[config.mk]
export PLATFORM = sky130hd
export DESIGN_NAME = vga_sync_gen
export DESIGN_NICKNAME = d
export VERILOG_FILES = /design/src/rtl/vga_sync_gen.sv
export SDC_FILE = /design/constraint.sdc
export NUM_CORES = 1
export LEC_CHECK = 0
export ABC_CLOCK_PERIOD_IN_PS = 5400
export CORE_MARGIN = 5
export CORE_UTILIZATION = 57
export CTS_CLUSTER_DIAMETER = 60
export CTS_CLUSTER_SIZE = 14
export DETAILED_ROUTE_END_ITERATION = 6
export PLACE_DENSITY_LB_ADDON = 0.25
export SLEW_MARGIN = 20
export SYNTH_ARGS = -nofsm -noshare
export SYNTH_HDL_FRONTEND = slang
export SYNTH_SLANG_ARGS = --single-unit
[constraint.sdc]
create_clock -name clk -period 5.4 [get_ports clk]
set_input_delay 1.08 -clock clk [delete_from_list [all_inputs] [get_ports clk]]
set_output_delay 1.08 -clock clk [all_outputs]
set_load 0.02 [all_outputs]
[src/rtl/vga_sync_gen.sv]
// Parametrised VGA raster timing generator: pixel-rate divider, horizontal and
// vertical counters, and the sync / active-video / coordinate window decodes.
module vga_sync_gen #(
  parameter int H_SYNC   = 96,
  parameter int H_BACK   = 48,
  parameter int H_ACTIVE = 640,
  parameter int H_FRONT  = 16,
  parameter int V_SYNC   = 2,
  parameter int V_BACK   = 33,
  parameter int V_ACTIVE = 480,
  parameter int V_FRONT  = 10,
  parameter int CNT_W    = 10,
  parameter int CLK_DIV  = 2,
  parameter int SYNC_POL = 0
) (
  input  logic             clk,
  input  logic             reset,
  input  logic             en,
  output logic             pix_en,
  output logic             hs,
  output logic             vs,
  output logic             active,
  output logic [CNT_W-1:0] x,
  output logic [CNT_W-1:0] y,
  output logic             line_start,
  output logic             frame_start
);

  localparam int H_TOTAL = H_SYNC + H_BACK + H_ACTIVE + H_FRONT;
  localparam int V_TOTAL = V_SYNC + V_BACK + V_ACTIVE + V_FRONT;
  localparam int DIV_W   = (CLK_DIV > 1) ? $clog2(CLK_DIV) : 1;

  // Window bounds are kept inclusive so every constant fits in CNT_W bits.
  localparam logic [CNT_W-1:0] H_LAST     = CNT_W'(H_TOTAL - 1);
  localparam logic [CNT_W-1:0] V_LAST     = CNT_W'(V_TOTAL - 1);
  localparam logic [CNT_W-1:0] H_SYNC_C   = CNT_W'(H_SYNC);
  localparam logic [CNT_W-1:0] V_SYNC_C   = CNT_W'(V_SYNC);
  localparam logic [CNT_W-1:0] HA_FIRST   = CNT_W'(H_SYNC + H_BACK);
  localparam logic [CNT_W-1:0] HA_LAST    = CNT_W'(H_SYNC + H_BACK + H_ACTIVE - 1);
  localparam logic [CNT_W-1:0] VA_FIRST   = CNT_W'(V_SYNC + V_BACK);
  localparam logic [CNT_W-1:0] VA_LAST    = CNT_W'(V_SYNC + V_BACK + V_ACTIVE - 1);
  localparam logic [DIV_W-1:0] DIV_LAST   = DIV_W'(CLK_DIV - 1);
  localparam logic             SYNC_LVL   = (SYNC_POL != 0);

  if ((H_TOTAL - 1 > (1 << CNT_W) - 1) || (V_TOTAL - 1 > (1 << CNT_W) - 1)
      || (CLK_DIV < 1)) begin : g_param_check
    $error("vga_sync_gen: CNT_W too narrow for the raster or CLK_DIV < 1");
  end

  logic [DIV_W-1:0] r_div_cnt;
  logic [CNT_W-1:0] r_h_cnt;
  logic [CNT_W-1:0] r_v_cnt;
  logic             w_div_last;
  logic             w_adv;
  logic             w_h_act;
  logic             w_v_act;

  assign w_div_last = (r_div_cnt == DIV_LAST);
  assign w_adv      = en & w_div_last;

  always_ff @(posedge clk or posedge reset) begin
    if (reset) begin
      r_div_cnt <= '0;
    end else if (en) begin
      r_div_cnt <= w_div_last ? '0 : r_div_cnt + DIV_W'(1);
    end
  end

  // Horizontal and vertical wraps land on the same edge at the end of a frame.
  always_ff @(posedge clk or posedge reset) begin
    if (reset) begin
      r_h_cnt <= '0;
      r_v_cnt <= '0;
    end else if (w_adv) begin
      if (r_h_cnt == H_LAST) begin
        r_h_cnt <= '0;
        r_v_cnt <= (r_v_cnt == V_LAST) ? '0 : r_v_cnt + CNT_W'(1);
      end else begin
        r_h_cnt <= r_h_cnt + CNT_W'(1);
      end
    end
  end

  assign w_h_act = (r_h_cnt >= HA_FIRST) && (r_h_cnt <= HA_LAST);
  assign w_v_act = (r_v_cnt >= VA_FIRST) && (r_v_cnt <= VA_LAST);

  assign pix_en      = w_adv & ~reset;
  assign line_start  = pix_en & (r_h_cnt == '0);
  assign frame_start = line_start & (r_v_cnt == '0);
  assign hs          = (r_h_cnt < H_SYNC_C) ? SYNC_LVL : ~SYNC_LVL;
  assign vs          = (r_v_cnt < V_SYNC_C) ? SYNC_LVL : ~SYNC_LVL;
  assign active      = w_h_act & w_v_act;
  assign x           = active ? (r_h_cnt - HA_FIRST) : '0;
  assign y           = active ? (r_v_cnt - VA_FIRST) : '0;

endmodule

### Word level (Yosys, flattened, before mapping)

Index checks and enable logic that the tools add are counted.

* flip-flop bits (word level): 21
* bits in latches: 0
* memory bits (read-only): 0
* memories kept: 0
* memory bits (writable): 0
* output and inout port bits: 26

* div/mod/pow operators: 0
* bitwise gates (word level): 6
* mux-type cells: 7
* reductions and logical operators: 5
* order comparisons: 6
* $mul: 0
* add/sub/neg operators: 5
* eq/ne operators: 2
* shift operators: 0

Operators with widths (count)
* $mux 10: 4
* $add 10x1->10 const B: 2
* $eq 10x10->1 const B: 2
* $le 10x10->1 const B: 2
* $logic_not 10->1: 2
* $ge 10x6->1 const B: 1
* $ge 10x8->1 const B: 1
* $lt 10x2->1 const B: 1
* $lt 10x7->1 const B: 1
* $sub 10x6->10 const B: 1
* $sub 10x8->10 const B: 1
* $and 1x1->1: 5
* $mux 1: 3
* $logic_and 1x1->1: 2
* $reduce_and 2->1: 1
* $add 1x1->1 const B: 1
* $not 1->1: 1

### Logic depth before layout (Yosys ltp)

* depth after elaboration: 4
* mapped depth: 8
* gate-level depth less buffers: 6

### Worst setup path before layout

No wires, ideal clock.

* kind: input to output
* start point: input port en
* end point: output port frame_start
* path slack: 2.162 ns
* data arrival time: 2.158 ns
* path buffers: 0
* cell stages on the path: 4
* data required time: 4.320 ns
* path through: nand2_1 -> nor2_1 -> and4_1 -> and3_1

* longest elaborated chain between the ends: 4

Ends and longest elaborated chain
* start: declaration: line 18 `input logic en,`
* $and 1x1->1: line 59 `assign w_adv = en & w_div_last;`
* $and 1x1->1: line 87 `assign pix_en = w_adv & ~reset;`
* via pix_en: line 19 `output logic pix_en,`
* $and 1x1->1: line 88 `assign line_start = pix_en & (r_h_cnt == '0);`
* via line_start: line 25 `output logic line_start,`
* $and 1x1->1: line 89 `assign frame_start = line_start & (r_v_cnt == '0);`
* end: declaration: line 26 `output logic frame_start`

The timed path passes the listed nets, and every way through them passes these cells.

### Worst setup path in the final report

* start point: register r_v_cnt[0]
* end point: output port x[7]

* longest elaborated chain between the ends: 4
* elaborated cells on any way between the ends: 5
* those cells by class: order compare: 2; mux: 1; bitwise: 1; reduce/logical: 1

Ends and longest elaborated chain
* start: declaration: line 52 `logic [CNT_W-1:0] r_v_cnt;`
* start signal: assignment: line 77 `r_v_cnt <= (r_v_cnt == V_LAST) ? '0 : r_v_cnt + CNT_W'(1);`
* $ge 10x6->1 or $le 10x10->1 (tied branches): line 85 `assign w_v_act = (r_v_cnt >= VA_FIRST) && (r_v_cnt <= VA_LAST);`
* $logic_and 1x1->1 *: line 85
* $and 1x1->1 *: line 92 `assign active = w_h_act & w_v_act;`
* $mux 10 *: line 93 `assign x = active ? (r_h_cnt - HA_FIRST) : '0;`
* end: declaration: line 23 `output logic [CNT_W-1:0] x,`

Every way passes the cells marked *; elsewhere a longest branch is shown, timed or not.

==> summary by stage <==
Outcome
The run finished with clean final reports.

Routing
The count of vias placed by the detailed router is 1474. The mean number of vias per cell is between 6 and 7. The remaining design rule violation count is 0.

Dividing the detail-routed wire length by the instance count gives 15.9 µm. The detail route stage leaves a number of antenna-violating nets equal to 0. The total wire length is 3870 µm. The first detailed-routing pass ran for 4 iterations. The first-iteration detailed-routing DRC count is 117.

Power
For this design the ratio of total power to cell area is 239 nW/µm². VDD sags by at most around 0.32 mV. The leakage power is 0.821 nW.

Clocking
The clock tree from TritonCTS is yes. The tree is rooted in a clkbuf_4. The later-pin clock latency in the skew report is 0.32 ns. Counting the buffers created by CTS gives 3. The clock net in this run drives a total of 21 sinks. The hold buffer count at CTS is 0. The clock-pin slew on the worst setup and hold paths is 0.13 ns. The number of instances resized during post-cts repair is 0.

The clock passes through at most 2 buffers. CTS built an H-tree with a depth of 1. The post-CTS repair timing setup buffer count is 0.

Setup path
The required time of the critical path is 4.32 ns. The endpoint class of the critical path is a primary output. The sort of element at the start of the critical path is a flip-flop.

The endpoint arrival time on the critical path is between 3 and 4 ns. The worst setup path is of the reg2out kind. The worst register-to-register path has a depth of 6. The highest net fanout along the worst path is 21.

Logic synthesis
The number of enable-type register cells in the synthesized netlist is 0. The share of the Yosys chip area taken by registers is between 30% and 40%. In the synthesized netlist the async set-or-reset flop fraction comes to 100%.

The predominant post-synthesis flop cell is dfrtp_1. The distinct cell type count of the synthesized netlist is between 40 and 50. The post-synthesis cell count is 197. The average instance in the mapped netlist occupies between 8 and 9 µm². The post-synthesis instance area is 1650 µm². Summed over all instances, the cell type with the most area after synthesis is dfrtp_1. The count of synthesis-stage warnings from yosys is 0.

Summed over its instances, the top area cell type makes up 31.9% of the synthesized netlist area. In the post-synthesis netlist, the biggest area contributors are dfrtp_1, xnor2_1, nor2_1. The number of nets in the synthesized netlist is 209. In this run, synthesis produced a sequential element count of 21.

Global routing
The initial antenna violation count is 0. Entering global routing, the biggest net connects 22 pins. The number of global-route vias before repair was 1437.

The first global-routing pass estimated 6760 µm of wire. The remaining global-route overflow is 0. The global-route usage over all layers is approximately a fifth.

STA
The final max-slew violation count is 0. At the pin with the least slew margin, the transition time is between 0.8 and 0.9 ns. The worst path needs approximately 4.2 ns of the cycle, external delays included. Measured against its own limit, the worst slew margin works out to between 40 and 50%. After routing, the total negative slack on setup checks comes to 0 ns. The clock skew is 0.0145 ns.

The post-route clock period utilization is between 70% and 80%. The hold violation count in the final report came to 0. Setup repair after global routing left no endpoint under its margin.

The fmax is 239 MHz. The final setup violation count is 0.

Floorplan
The number of top-level design ports is 29. The floorplan has 19 rows. The initial utilization of the core area, before any placement, comes to 59.7%. The die covers ~4100 µm². The die is 63.7 µm wide. After floorplanning, the core was sized to cover between 2000 and 3000 µm². In this run the vertical extent of the chip is roughly 64 µm.

Layout
The final non-filler cell total is 244. In the layout the commonest cells are nor2_1, clkdlybuf4s50_1, dfrtp_1. The layout-stage area growth over the synthesis result is 15.9%.

The proportion of layout cells with a drive suffix above 1 is between 6 and 7%. The leading cell type in the layout, fill and taps excluded is nor2_1. The layout net count is 226. The number of diodes added for antenna fixing is 0.

Placed design
The number of placed instances, taps included, is 240. The congestion estimate from routability-driven global placement came to 0.885. The number of port buffers is 28.

Summed over all nets, the half-perimeter wirelength after detailed placement is 2850 µm.

Run
The number of max-capacitance violations reported is 0.

Min path
The cell depth of the worst hold path is 1. The worst hold path belongs to the class reg2reg.
## power by group
part	switching [W]	internal, W	total, W
combinational	0.0000759	0.0000545	0.000130
clock	0.0000526	0.0000278	0.0000804
sequential	0.0000572	0.000187	0.000245
## final cells by class
cell class	count	area, µm²
multi-input combinational	148	991
fill	244	850
sequential	21	526
clock inverter	1	5.00
tap	31	38.8
inverter	12	45.0
timing repair buffer	28	280
clock buffer	3	22.5
## layer usage
layer	wire length [µm]	GRT usage, %	up-vias	part of all wire (%)
li1	-	-	708	-
met1	1640	26.7	696	42
met2	1820	33.1	68	47
met3	385	4.90	2	9.9
met4	25	5.45	0	0.65
met5	0	0	-	0
## cell families after synthesis
logic type               share of synthesized area [%]
multiplexers                                      2.05
AND/OR/NAND/NOR                                   27.5
adder cells (fa/ha/maj)                           6.84
AO/OA/AOI/OAI                                     14.7
flip-flops                                        31.9
buffers and inverters                             7.90
XOR/XNOR                                          9.04
## state kept, by name (all words and copies together), names as in the netlist
register,cells
r_div_cnt,1
r_h_cnt,10
r_v_cnt,10
## through the flow
stage | setup WS [ns] | utilization [%] | power (W) | instance area (µm²) | hold WS [ns]
after floorplan | 2.16 | - | 0.000341 | 1650 | 0.454
after global placement | 1.52 | 68.2 | 0.000367 | 1880 | 0.473
after detailed placement | 1.47 | 68.2 | 0.000375 | 1880 | 0.482
after CTS | 1.18 | 69.2 | 0.000454 | 1910 | 0.497
after global routing | 1.00 | 69.2 | 0.000493 | 1910 | 0.515
final | 1.21 | 69.2 | 0.000455 | 1910 | 0.498
## Yosys cell counts (all sizes together), types with 2 or more instances
master,n
nand2,17
nor2,31
a31oi,3
nor3,4
o41ai,2
nand4,7
nand3,4
nand2b,2
buf,13
and2,5
a21oi,5
and4,3
xor2,3
xnor2,14
inv,12
a21boi,2
clkbuf,3
nor4,2
a21o,2
dfrtp,21
ha,9
a211o,3
o21ai,6
a221oi,2
mux2,3
o211ai,2
and3,6
## path summary, 6_finish.rpt
path	start	to	slack (ns)
setup / recovery	r_v_cnt[0]	x[7]	1.21
hold / removal	r_div_cnt	r_div_cnt	0.50
setup reg to reg	r_h_cnt[5]	r_v_cnt[7]	3.28
min in group asynchronous	reset	r_v_cnt[1]	1.26
hold reg to reg	r_div_cnt	r_div_cnt	0.50
max in group asynchronous	reset	r_h_cnt[8]	3.62
## critical path: stages, from the launching register on
cell and delay (ns):
dfrtp_1 0.46, ha_1 0.35, o41ai_2 0.48, a21o_1 0.22, a211o_1 0.58, nor3_1 0.13
clkdlybuf4s50_1 0.57
No activity file was read; power rests on OpenSTA's default activity.
